--- config.mk ---
export PLATFORM = sky130hd
export DESIGN_NAME = serial_word_tx
export DESIGN_NICKNAME = d
export VERILOG_FILES = /design/src/rtl/edsac_pkg.sv /design/src/rtl/digit_match.sv /design/src/rtl/serial_word_tx.sv
export SDC_FILE = /design/constraint.sdc
export NUM_CORES = 1
export LEC_CHECK = 0
export CAP_MARGIN = 20
export CORE_ASPECT_RATIO = 0.9
export CORE_MARGIN = 2
export CORE_UTILIZATION = 30
export DETAILED_ROUTE_END_ITERATION = 10
export PLACE_DENSITY = 0.56
export SLEW_MARGIN = 30
export SYNTH_ARGS = -nofsm -noshare
export SYNTH_HDL_FRONTEND = slang
export SYNTH_HIERARCHICAL = 1
export SYNTH_SLANG_ARGS = --single-unit
export TNS_END_PERCENT = 10
--- constraint.sdc ---
create_clock -name clk -period 2.6 [get_ports clk]
set_input_delay 0.52 -clock clk [delete_from_list [all_inputs] [get_ports clk]]
set_output_delay 0.52 -clock clk [all_outputs]
set_load 0.02 [all_outputs]
--- src/rtl/edsac_pkg.sv ---
// Shared constants and state encoding for the serial data highway blocks.
package edsac_pkg;

    localparam int WORD_DIGITS  = 36;
    localparam int SHORT_DIGITS = 18;
    localparam int LAST_DIGIT   = 35;
    localparam int HALF_START   = 18;
    localparam int DIGIT_W      = 6;

    typedef enum logic [1:0] {
        IDLE  = 2'd0,
        ARMED = 2'd1,
        SHIFT = 2'd2
    } tx_state_t;

endpackage

--- src/rtl/digit_match.sv ---
// Picks the trigger and last digit pulses for the latched window and
// checks that the digit pulse vector is one-hot.
module digit_match
    import edsac_pkg::*;
(
    input  logic [WORD_DIGITS-1:0] d,
    input  logic [DIGIT_W-1:0]     start_digit,
    input  logic [DIGIT_W-1:0]     last_digit,
    output logic                   trigger,
    output logic                   last_hit,
    output logic                   one_hot
);

    logic [DIGIT_W-1:0] trig_digit;

    // The trigger is the digit just before the window start, wrapping d0 back to d35.
    always_comb begin
        trig_digit = start_digit - DIGIT_W'(1);
        if (start_digit == '0) begin
            trig_digit = DIGIT_W'(LAST_DIGIT);
        end
    end

    assign trigger  = d[trig_digit];
    assign last_hit = d[last_digit];
    assign one_hot  = $onehot(d);

endmodule

--- src/rtl/serial_word_tx.sv ---
// Parallel-to-serial word transmitter: loads a long or short word and shifts
// it out LSB first, one digit per clock, aligned to the digit pulses.
module serial_word_tx #(
    parameter int WORD_DIGITS  = 36,
    parameter int SHORT_DIGITS = 18
) (
    input  logic                   clk,
    input  logic                   rst_n,
    input  logic [WORD_DIGITS-1:0] d,
    input  logic                   load_valid,
    output logic                   load_ready,
    input  logic [WORD_DIGITS-1:0] load_data,
    input  logic                   load_long,
    input  logic                   load_half,
    output logic                   ser_out,
    output logic                   busy,
    output logic                   done,
    output logic                   sync_err
);

    import edsac_pkg::*;

    tx_state_t              state;
    tx_state_t              state_nx;
    logic [WORD_DIGITS-1:0] shreg;
    logic [DIGIT_W-1:0]     start_q;
    logic [DIGIT_W-1:0]     last_q;
    logic                   done_q;
    logic                   sync_q;
    logic                   trigger;
    logic                   last_hit;
    logic                   one_hot;
    logic                   accept;

    digit_match u_match (
        .d           (d),
        .start_digit (start_q),
        .last_digit  (last_q),
        .trigger     (trigger),
        .last_hit    (last_hit),
        .one_hot     (one_hot)
    );

    // A load transfers on a rising edge where load_valid and load_ready are both high;
    // load_ready is high only in IDLE, so a new word can be taken in the done cycle.
    assign load_ready = (state == IDLE);
    assign accept     = load_valid & load_ready;
    assign busy       = (state != IDLE);
    assign ser_out    = (state == SHIFT) & shreg[0];
    assign done       = done_q;
    assign sync_err   = sync_q;

    always_comb begin
        state_nx = state;
        case (state)
            IDLE:    if (accept)   state_nx = ARMED;
            ARMED:   if (trigger)  state_nx = SHIFT;
            SHIFT:   if (last_hit) state_nx = IDLE;
            default: state_nx = IDLE;
        endcase
    end

    always_ff @(posedge clk or negedge rst_n) begin
        if (!rst_n) begin
            state <= IDLE;
        end else begin
            state <= state_nx;
        end
    end

    always_ff @(posedge clk or negedge rst_n) begin
        if (!rst_n) begin
            shreg   <= '0;
            start_q <= '0;
            last_q  <= '0;
            done_q  <= 1'b0;
            sync_q  <= 1'b0;
        end else begin
            done_q <= (state == SHIFT) && last_hit;
            if (busy && !one_hot) begin
                sync_q <= 1'b1;
            end
            if (accept) begin
                if (load_long) begin
                    shreg   <= load_data;
                    start_q <= '0;
                    last_q  <= DIGIT_W'(LAST_DIGIT);
                end else begin
                    // Short words sit in the low bits; the window start selects the half.
                    shreg   <= {{(WORD_DIGITS-SHORT_DIGITS){1'b0}}, load_data[SHORT_DIGITS-1:0]};
                    start_q <= load_half ? DIGIT_W'(HALF_START) : '0;
                    last_q  <= load_half ? DIGIT_W'(LAST_DIGIT) : DIGIT_W'(SHORT_DIGITS-1);
                end
            end else if (state == SHIFT) begin
                shreg <= {1'b0, shreg[WORD_DIGITS-1:1]};
            end
        end
    end

endmodule

==> results.cfg <==
[timing]
rsz0062_at_grt = true
setup_viol = 1
slew_viol_final = 0
fin_worst_skew_ps = 5.26
worstMarginPinSlew_ps = 711
finalWorstSetupSlack_ps = -1980
period_minus_slack_ps = 4580
slew_headroom = 0.526
max_freq_ghz = 0.218
hold_viol_final = 0
period_share = 1.76
setup_tns_ps = -1980

[outcome]
violations = setup timing
status = finished with violations

[power_and_ir_drop]
power_switching_uw = 1840
power_uw = 4510
peakVddDrop_v = 0.000494
p_int_uw = 2670
combPwrFrac = 0.591
sw_frac_of_total = 0.409
cellPowerDensity_nw_per_um2 = 846
leakage_uw = 0.00246
clockPowerShare = 0.142
seqPwrFrac = 0.266

[finish]
drive_gt1_frac = 0.214
final_common_cell = nand2_1
fin_nets = 662
fillerInstances = 1239
syn2layout_area_growth_pct = 38.0
layout_common_cells = nand2_1, clkdlybuf4s50_1, buf_4
postLayoutCellArea_um2 = 5330
fin_util = 0.422
diodes = 0

[route]
drt_iter0_drc = 269
ant_nets = 0
remaining_drc_errors = 0
wire_per_inst_um = 15.0
dr.pass1.iters = 4
routed_wl_mm = 10.7
vias = 3403
via_per_inst = 4.78

[clocking]
cts_tree = yes
path_clk_slew_ps = 60
cts_sinks = 44
cts_root_buffer = clkbuf_16
cts_buffers = 5
cts_hold_buf = 0
htree_num_levels = 2
clkLatencyLatePin_ps = 280
cts_buffer_depth = 2

[placement]
dpl_cell_area_um2 = 5180
io_buffers = 81
dp_hpwl_mm = 8.48
place_ws_ps = -2790
gp_congestion = 0.833

[floorplanning]
rows = 39
die_h_um = 112
die_area_um2 = 13800
core_area_um2 = 12600
start_util = 0.306
io_pins = 82
die_w_um = 124

[setup_path]
critical_path_class = in -> reg
worstPathArrival_ps = 4780
crit_path_start_kind = input pin
end_kind = register
worstRegToRegCells = 11
critical_path_required_ps = 2800
worst-path-max-fanout = 3

[hold_path]
min_path_type = in -> async

[synthesis]
post_synth_instance_area_um2 = 3860
synth_edf_count = 0
async_flop_share = 1.00
synth_cells = 412
ys_types = 60
avgSynthCellArea_um2 = 9.38
yosys_warnings = 6
synth-main-ff-cell = dfrtp_1
synth-seq-area-share = 0.285
ys_seq_elements = 44

[grt]
grt_max_degree = 45
grtUsageTotal = 0.163
grt_pass1_wl_mm = 17.8
grt-ovfl-total = 0
antenna_found_initial = 0
grt_pass1_vias = 3552

[job]
cap_violations = 0
## cells by family after synthesis
logic type / Yosys count / share of synthesized area
xor+xnor: 2 / 0.00453
other cells: 1 / 0.000971
compound gates: 85 / 0.151
buf+inv: 75 / 0.0887
simple gates: 142 / 0.178
mux: 26 / 0.117
fa+ha+maj: 37 / 0.174
flops: 44 / 0.285
## flip-flops by register name, summed over array words and instances, names as in the netlist
register	cells
done	1
last_q	3
shreg	36
start_q	1
state	2
sync_err	1
## layout make-up
cell class	instances	area (µm²)	area share
inverters	51	191	0.0359
multi-input cells	314	2540	0.476
repair buffers	132	1140	0.214
well taps	164	205	0.0385
flip-flops and latches	44	1100	0.206
clock buffers	7	153	0.0286
## through the flow
step / hold WS, ps / std cells
final: 312 / 712
after global routing: 375 / 712
after CTS: 339 / 710
after detailed placement: 457 / 703
after global placement: 448 / 703
after floorplan: 224 / 433
## power by group through the flow
| stage | logic (µW) | clock network [µW] | registers [µW] |
|---|---|---|---|
| detailed placement | 2550 | 0 | 1210 |
| finish | 2670 | 642 | 1200 |
| floorplan | 1850 | 0 | 1130 |
| CTS | 2650 | 657 | 1200 |
| global route | 3050 | 697 | 1250 |
| global placement | 2470 | 0 | 1200 |
## Yosys cell counts, drive strengths merged, types with 2 or more instances
library cell | count | area share
nand2 | 66 | 0.065
inv | 51 | 0.050
dfrtp | 44 | 0.28
fa | 28 | 0.15
nor2 | 27 | 0.026
a22oi | 22 | 0.043
o21ai | 17 | 0.025
clkbuf | 14 | 0.024
mux4 | 14 | 0.085
a31oi | 13 | 0.021
buf | 10 | 0.015
a21oi | 9 | 0.012
ha | 9 | 0.029
nor2b | 9 | 0.015
mux2i | 8 | 0.021
nor3 | 8 | 0.010
nand3 | 6 | 0.0078
mux2 | 4 | 0.012
nand2b | 4 | 0.0065
a211oi | 3 | 0.0058
and2b | 3 | 0.0068
nor4 | 3 | 0.0065
o22ai | 3 | 0.0049
a2111o | 2 | 0.0058
a21boi | 2 | 0.0039
and2 | 2 | 0.0032
nand4 | 2 | 0.0032
nor3b | 2 | 0.0068
o21bai | 2 | 0.0039
o31ai | 2 | 0.0039
o41ai | 2 | 0.0045
or3 | 2 | 0.0032
or4 | 2 | 0.0049
## per-layer routing
metal  part of all wire  track usage  wire length (µm)
met1               0.48        0.240              5180
met5                  0            0                 0
met2               0.45        0.250              4860
met3              0.054       0.0318               575
met4             0.0091       0.0303                98
## critical path, cell delays in order
cell and delay (ps):
buf_6 110, fa_1 520, inv_1 50, fa_1 470, inv_1 50, fa_1 460, fa_1 510, fa_1 530
inv_2 40, fa_1 490, inv_2 50, ha_4 150, fa_2 510, and4b_1 190, o21bai_1 140
## worst paths after layout
kind | end | slack, ps | startpoint
setup / recovery | sync_err$_DFFE_PN0P_ | -1980 | d[11]
hold / removal | shreg[23]$_DFFE_PN0P_ | 310 | rst_n
setup reg to reg | state[0]$_DFFE_PN0P_ | 90 | start_q[1]$_DFFE_PN0P_
hold reg to reg | shreg[23]$_DFFE_PN0P_ | 470 | shreg[24]$_DFFE_PN0P_
max in group asynchronous | shreg[9]$_DFFE_PN0P_ | 1900 | rst_n
min in group clk | shreg[23]$_DFFE_PN0P_ | 470 | shreg[24]$_DFFE_PN0P_
## timing repair
| item | in CTS | in global routing |
|---|---|---|
| gates resized for setup | 66 | 26 |
| buffers inserted | 0 | 2 |
| endpoints found under the setup margin | 2 | 3 |
| cloned | 0 | 0 |
| pin swaps | 17 | 17 |
Power figures use the tool's default switching activity.
